### src/rtl/fifo_no_reset_data.sv
// fifo_no_reset_data: single-clock FWFT valid/ready FIFO; only pointers and count are reset, storage is not
module fifo_no_reset_data #(
    parameter int WIDTH = 32,
    parameter int DEPTH = 32
) (
    input  logic             i_clk,
    input  logic             i_reset,
    input  logic             i_input_valid,
    output logic             o_input_ready,
    input  logic [WIDTH-1:0] i_input_data,
    output logic             o_output_valid,
    input  logic             i_output_ready,
    output logic [WIDTH-1:0] o_output_data
);
    localparam int AW = $clog2(DEPTH);
    logic [WIDTH-1:0] mem [DEPTH];
    logic [AW-1:0] wr_ptr;
    logic [AW-1:0] rd_ptr;
    logic [AW:0] count;
    logic push;
    logic pop;
    assign o_input_ready = count != (AW+1)'(DEPTH);
    assign o_output_valid = count != '0;
    assign o_output_data = mem[rd_ptr];
    assign push = i_input_valid & o_input_ready;
    assign pop = o_output_valid & i_output_ready;
    always_ff @(posedge i_clk) begin
        if (push) mem[wr_ptr] <= i_input_data;
    end
    always_ff @(posedge i_clk or negedge i_reset) begin
        if (!i_reset) begin
            wr_ptr <= '0;
            rd_ptr <= '0;
            count <= '0;
        end else begin
            if (push) wr_ptr <= wr_ptr + 1'b1;
            if (pop) rd_ptr <= rd_ptr + 1'b1;
            count <= count + (AW+1)'(push) - (AW+1)'(pop);
        end
    end
endmodule

### config.mk
export PLATFORM = sky130hd
export DESIGN_NAME = fifo_no_reset_data
export DESIGN_NICKNAME = d
export VERILOG_FILES = /design/src/rtl/fifo_no_reset_data.sv
export SDC_FILE = /design/constraint.sdc
export NUM_CORES = 1
export LEC_CHECK = 0
export BUFFER_PORTS_ARGS = -buffer_cell sky130_fd_sc_hd__buf_2
export CORE_MARGIN = 2
export CORE_UTILIZATION = 51
export DETAILED_ROUTE_END_ITERATION = 7
export PLACE_DENSITY = 0.7
export SETUP_SLACK_MARGIN = 0.05
export SKIP_CTS_REPAIR_TIMING = 1
export SLEW_MARGIN = 0
export SYNTH_ARGS = -nofsm -noshare
export SYNTH_HDL_FRONTEND = slang
export SYNTH_SLANG_ARGS = --single-unit
### constraint.sdc
create_clock -name i_clk -period 3.4 [get_ports i_clk]
set_clock_uncertainty 0.1 [all_clocks]
set_input_delay 0.68 -clock i_clk [delete_from_list [all_inputs] [get_ports i_clk]]
set_output_delay 0.68 -clock i_clk [all_outputs]
set_load 0.01 [all_outputs]
**Word-level counts from Yosys, hierarchy flattened**

Memories as Yosys holds them, arrays and structs flattened.
Cells that the tools add are included.

- Add/sub/neg operators: 4
- Eq/ne operators: 1
- Multiplexer cells: 2
- Bitwise operators: 2
- Reduce and logical (&&, ||, !) cells: 1

Operator list:

| kind | count |
|---|---|
| adder 5 x 1 -> 5 bit, second input constant | 2 |
| adder 6 x 1 -> 6 bit | 1 |
| inequality test 6 bit, second input constant | 1 |
| nonzero test 6 bit | 1 |
| subtractor 6 x 1 -> 6 bit | 1 |
| AND 1 bit | 2 |
| two-way mux 1 bit | 2 |

- Bits in registers: 16
- Memory bits (writable): 1,024
- Input bits: 36
- Output and inout port bits: 34
- Word-level logic and storage cells: 14
- Memories: 1

Memories:

| memory | depth | width | rd ports | clocked after Yosys merged registers in | wr ports | line | source |
|---|---|---|---|---|---|---|---|
| mem | 32 | 32 | 1 | 0 | 1 | 16 | `logic [WIDTH-1:0] mem [DEPTH];` |

**Depth between registers and ports, before layout**

Gate-level depths: netlist of run 1.

- Depth in word-level cells: 4
- Depth in mapped cells: 15
- Gate-level depth less buffers: 14

**Least setup slack after synthesis of run 1**

No wires, ideal clock.

- Path kind: flip-flop to flip-flop
- From: register count[2]
- To: memory mem[30][0], enable pin
- Library setup time: 421 ps
- Data arrival time: 2,717 ps
- Path slack: 162 ps
- Stages on the path, launching flop included: 8
- Cell sequence: dfrtp_1 -> inv_1 -> ha_1 -> nand4bb_1 -> and2_1 -> clkbuf_1 -> nand2_1 -> nor2_1

- Word-level cells in the longest chain between the ends: 4

RTL lines:

| element | line | source |
|---|---|---|
| start, declared | 19 | `logic [AW:0] count;` |
| start signal, assigned | 38 | `count <= count + (AW+1)'(push) - (AW+1)'(pop);` |
| inequality test 6 bit | 22 | `assign o_input_ready = count != (AW+1)'(DEPTH);` |
| named net o_input_ready | 9 | `output logic o_input_ready,` |
| AND 1 bit | 25 | `assign push = i_input_valid & o_input_ready;` |
| two-way mux 1 bit | 28 | `if (push) mem[wr_ptr] <= i_input_data;` |
| two-way mux 1 bit (not written as such) | 28 |  |
| end, declared | 16 |  |

The timed path passes the listed nets, and every way through them passes these cells.

**Final worst setup path of run 1**

- From: register rd_ptr[0]
- To: output o_output_data[18]

- Word-level cells in the longest chain between the ends: 1

RTL lines:

| element | line | source |
|---|---|---|
| start, declared | 18 | `logic [AW-1:0] rd_ptr;` |
| start signal, assigned | 37 | `if (pop) rd_ptr <= rd_ptr + 1'b1;` |
| memory (32 x 32 bit) | - |  |
| end, declared | 13 | `output logic [WIDTH-1:0] o_output_data` |

Every way passes these cells.

==> results of run 1 <==
## area by class of cell
cell class / instances / area, um^2 / share of cell area
Antenna cell: 1 / 2.502 / 0.00005342
Clock buffer: 119 / 2582 / 0.05513
Clock inverter: 55 / 534.3 / 0.01140
Inverter: 15 / 56.30 / 0.001202
Multi-Input combinational cell: 645 / 8578 / 0.1831
Sequential cell: 1040 / 31160 / 0.6652
Tap cell: 1040 / 1301 / 0.02778
Timing Repair Buffer: 256 / 2629 / 0.05611
## layout by cell type (no fill, tap or decap), types with 29 or more instances in the layout
cell type  netlist  final
mux4_2         192    192
clkbuf_16        0    105
o221ai_1        32     31
buf_12           1     44
nor2_4           0     33
a22o_1          31     29
a211oi_2         2     44
buf_4           17    114
buf_2           26     68
o22ai_1         32     31
edfxtp_1      1024   1024
mux2i_1        128    128
## cells in the mapped netlist, types with 3 or more instances
library cell	n	area [um^2]
a22o_1	31	271.5
a211oi_1	61	457.9
mux2i_1	128	1281
clkbuf_1	44	165.2
nand3b_1	3	22.52
a22oi_1	34	255.2
nor2_1	35	131.4
o22ai_1	32	200.2
buf_1	9	33.78
nand4_1	3	18.77
dfrtp_1	16	400.4
xnor2_1	7	61.31
o221ai_1	32	280.3
nand2_1	8	30.03
inv_1	15	56.30
a21oi_1	34	170.2
buf_8	3	45.04
mux4_2	192	4324
o21ai_0	4	20.02
buf_4	17	127.6
buf_6	3	33.78
nand3_1	3	15.01
buf_2	26	130.1
xor2_1	3	26.28
ha_1	14	175.2
edfxtp_1	1024	30750
## state kept, by name (all words and copies together) (netlist names)
name / count
wr_ptr: 5
rd_ptr: 5
mem: 1024
count: 6
## through the flow
step	hold slack [ps]	instance area [um^2]	setup WS (ps)	instances	TNS, ps
finish	406.8	46850	-226.6	3171	-4390
global route	432.8	46840	-361.3	3170	-6483
CTS	-147.1	45640	-550.3	3108	-13410
detailed placement	454.4	42530	152.8	2934	0
global placement	409.3	42530	183.7	2934	0
floorplan	284.4	39700	161.7	1804	0
## routing by layer
metal,track usage,vias to the layer above,wire length (um)
li1,-,8174,-
met5,0,-,107
met3,0.05201,175,9914
met4,0.06902,18,2516
met2,0.3953,1053,48940
met1,0.3330,10691,37150
## critical path, stage by stage, from the launching register on
cell and delay (ps):
dfrtp_4 470, buf_8 140, buf_16 160, buf_4 200
mux4_2 500, a211oi_1 340, a21oi_2 180, buf_2 180
## path summary, 6_finish.rpt
check | to | slack (ps) | cells past startpoint
min in group i_clk | mem[19][21]$_DFFE_PP_ | 410 | 1
setup reg to reg | count[4]$_DFF_PN0_ | 450 | 14
hold / removal | count[1]$_DFF_PN0_ | 410 | 2
max in group asynchronous | rd_ptr[0]$_DFFE_PN0P_ | 2430 | 2
hold reg to reg | count[0]$_DFF_PN0_ | 460 | 1
setup / recovery | o_output_data[18] | -230 | 7
## where the power goes
part	switching [mW]	internal, mW
registers	0.417	14.9
clock network	4.59	6.09
logic	6.93	5.98
## cell families after synthesis
logic type      after synthesis  synth area share
compound gates              236           0.04353
mux                         321            0.1415
simple gates                 63          0.007534
flops                      1040            0.7847
xor+xnor                     10          0.002207
fa+ha+maj                    15          0.004917
buf+inv                     119           0.01560
==> reports/results.ini, run 1 <==
[setup_path]
cp.required_ps = 2620
criticalPathCategory = reg2out
timing.rr.start = count[3]$_DFF_PN0_
crit_path_start = rd_ptr[0]$_DFFE_PN0P_
critPathMaxFanout = 7
cp-end-kind = output port
startpoint_type = register
arrival_ps = 2850

[grt]
grt_max_degree = 50
grt_util_all_layers = 0.2422
grt_pass1_vias = 19959
gr-total-overflow = 0
grt_pass1_wl_um = 139900
antenna_found_initial = 11

[timing]
fin_crit_sh = 1.067
tightest_slew_ps = 805.2
setup_slack_ps = -226.6
timing_hold_violations_final = 0
slew_headroom = 0.4619
setup_viol = 32
rsz0062_at_grt = true
min_period_ps = 3627
slew_violations = 0
fmax_mhz = 275.7

[synth]
ys_warn_count = 0
avgSynthCellArea_um2 = 22.00
synth_edf_count = 1024
synthArstFlopShare = 0.01538
syn_area_mm2 = 0.03970
yosysSeqAreaShare = 0.7847
synth_cell_type_count = 45
synthCells = 1804
synth_nets = 1855
synthFlopType = edfxtp_1
yosys_register_bits = 1040

[clock_network]
cts_inserted_buffers = 98
insertion_delay_ps = 650
htreeDepth = 3
cts_buffer_depth = 3
root_buffer = clkbuf_16
cts.sinks = 1040
cts_tree = built
cts.reportedPaths.clkPinSlew_ps = 60

[placed_design]
routabilityCongestion = 0.7724
io_buffers = 69
hpwl_um = 52820

[routing]
routed_wl_um = 98630
drtIter0Drc = 2310
avgViaCountPerCell = 6.342
wl_per_cell_um = 31.10
post-route-drc-count = 0
dr.pass1.iters = 6
antenna_left = 0
via_count = 20111

[flow_run]
drv_cap = 0

[cells_and_area]
nNetsFinal = 2107
areaGrowthSynthToFinish_pct = 18.01
finalCoreUtilization = 0.6067
n_fill_cell = 5103
drive_above_1_share = 0.3296

[die]
initial_core_util = 0.5141
io_pins = 70
num_rows = 102
core_region_area_mm2 = 0.07721
dieWidth_um = 283.0
dieHeight_um = 283.0
die_area_mm2 = 0.08008

[pwr]
ir_drop_v = 0.0006665
power_density_mw_per_mm2 = 831.5
total_leakage_power_nw = 15.22
power_mw = 38.95

[run_status]
run_status = finished, violations left
violations = setup timing

[min_path]
hp-class = in2async

(Power assumes the default switching activity.)
==> run 2, diff against run 1 <==
--- a/config.mk
+++ b/config.mk
@@ -11,3 +11,3 @@
 export DETAILED_ROUTE_END_ITERATION = 7
-export PLACE_DENSITY = 0.7
+export PLACE_DENSITY = 0.78
 export SETUP_SLACK_MARGIN = 0.05
==> constraint.sdc (replaced) <==
create_clock -name i_clk -period 3.4 [get_ports i_clk]
set_clock_uncertainty 0.1 [all_clocks]
set_input_delay 0.51 -clock i_clk [delete_from_list [all_inputs] [get_ports i_clk]]
set_output_delay 0.51 -clock i_clk [all_outputs]
set_load 0.01 [all_outputs]
==> run 2 against run 1 <==
The flow still finishes with violations (setup timing). Setup slack improved by 88 ps. Clock power is essentially flat. Non-clock buffer count fell by 20. Critical path depth is the same. Fmax up 2.5%. First-iteration DRC count grew 31%. Global-route usage increased by 0.30 points. Register-to-register slack better by 40 ps. Final cell count down 0.50%. Critical path type unchanged.
==> reports/results.ini, run 2 (synthesis gave the netlist of run 1 again) <==
[setup_path]
cp-end-kind = output port
critPathMaxFanout = 9
criticalPathCategory = reg2out
startpoint_type = register
arrival_ps = 2930
cp.required_ps = 2790

[run_status]
violations = setup timing
run_status = finished, violations left

[timing]
timing_hold_violations_final = 0
fin_crit_sh = 1.041
setup_viol = 30
setup-tns-final_ps = -2504
slew_violations = 0
fmax_mhz = 282.6
min_period_ps = 3538
rsz0062_at_grt = true
setup_slack_ps = -138.3
tightest_slew_ps = 817.4
slew_headroom = 0.4538

[placed_design]
routabilityCongestion = 0.7885
dpl-instance-area_mm2 = 0.04248
place_ws_ps = 137.7
place_inst = 2925
hpwl_um = 53210
io_buffers = 69

[grt]
grt_pass1_wl_um = 141700
antenna_found_initial = 12
grt_pass1_vias = 20542
grt_max_degree = 53
grt_util_all_layers = 0.2452
gr-total-overflow = 0

[clock_network]
cts_tree = built
htreeDepth = 3
cts_inserted_buffers = 94
insertion_delay_ps = 650
cts.sinks = 1040
root_buffer = clkbuf_16
cts.reportedPaths.clkPinSlew_ps = 70
cts_buffer_depth = 3

[die]
dieHeight_um = 283.0
die_area_mm2 = 0.08008
io_pins = 70
dieWidth_um = 283.0
initial_core_util = 0.5141
core_region_area_mm2 = 0.07721
num_rows = 102

[cells_and_area]
n_fill_cell = 4893
areaGrowthSynthToFinish_pct = 17.65
register_area_mm2 = 0.03116
final_common_cell = edfxtp_1
largest_reg_flops = 1024
final_cell_mix = 1024 x edfxtp_1, 192 x mux4_2, 128 x mux2i_1
top_register = mem
top_regs = mem x1024, count x6
stdcell_area_mm2 = 0.04670
drive_above_1_share = 0.3199
nNetsFinal = 2083
layout.cells.non_filler = 3155
multiInputGateArea_mm2 = 0.008534

[routing]
drtIter0Drc = 3037
dr.pass1.iters = 6
top_layer = met5
via_count = 20628
antenna_left = 0
avgViaCountPerCell = 6.538
wl_met2_um = 52880
post-route-drc-count = 0
wl_per_cell_um = 33.16
routed_wl_um = 104600
dr_wl_met3_um = 11520
wl_met1_um = 35340

[pwr]
ir_drop_v = 0.0005130
power_density_mw_per_mm2 = 835.7
power_mw = 39.03
total_leakage_power_nw = 15.12

[min_path]
hp-class = in2async

[flow_run]
drv_cap = 0

-- run 2: changes by cell type in the layout (fill, tap and decap cells not counted), moves of 2 or more --
| cell | previous run | this run |
|---|---|---|
| a22oi_2 | 10 | 4 |
| buf_12 | 44 | 48 |
| a211oi_2 | 44 | 42 |
| clkbuf_1 | 17 | 14 |
| buf_8 | 5 | 2 |
| a211oi_4 | 2 | 4 |
| a22oi_1 | 24 | 30 |
| clkinv_2 | 15 | 18 |
| a21oi_1 | 17 | 19 |
| buf_4 | 114 | 96 |
| diode_2 | 1 | 5 |
| clkinvlp_4 | 3 | 5 |
| a21oi_2 | 17 | 15 |
| buf_6 | 11 | 7 |
-- run 2: worst max-delay path, cell delays in order (launching register included) --
cell	delay, ps
dfrtp_4	540
buf_12	220
buf_16	180
mux4_2	520
a22o_1	260
a211oi_2	310
a21oi_2	60
buf_2	150
-- run 2: worst paths after layout --
path	startpoint	end	slack [ps]	depth (start not counted)
worst max-delay path	rd_ptr[0]$_DFFE_PN0P_	o_output_data[20]	-140	7
worst min-delay path	i_reset	rd_ptr[3]$_DFFE_PN0P_	220	2
worst max register to register	count[2]$_DFF_PN0_	count[4]$_DFF_PN0_	490	15
worst min register to register	count[0]$_DFF_PN0_	count[0]$_DFF_PN0_	470	1
max in group asynchronous	i_reset	rd_ptr[1]$_DFFE_PN0P_	2630	2
min in group i_clk	i_input_data[19]	mem[27][19]$_DFFE_PP_	230	1
-- run 2: report_power, final --
group	internal (mW)	switching (mW)	total [mW]
Clock	6.02	4.70	10.7
Combinational	5.83	7.13	13.0
Sequential	14.9	0.416	15.4
-- run 2: cell type report --
cell class | instances | area share
well taps | 1040 | 0.02786
inverters | 15 | 0.001206
clock buffers | 115 | 0.05428
flip-flops and latches | 1040 | 0.6672
repair buffers | 236 | 0.05414
clock inverters | 59 | 0.01232
multi-input cells | 645 | 0.1827
diodes | 5 | 0.0002679
-- run 2: metrics by stage --
stage / util / hold slack, ps
after floorplan: - / 114.4
after global placement: 0.5502 / 364.7
after detailed placement: 0.5502 / 370.7
after CTS: 0.5905 / -331.3
after global routing: 0.6048 / 239.0
final: 0.6049 / 221.9
-- run 2: layer usage --
| layer | up-vias | global-route usage |
|---|---|---|
| met3 | 300 | 0.04767 |
| met2 | 1497 | 0.4093 |
| met1 | 10690 | 0.3158 |
| met4 | 12 | 0.1072 |
| met5 | - | 0 |
| li1 | 8129 | - |
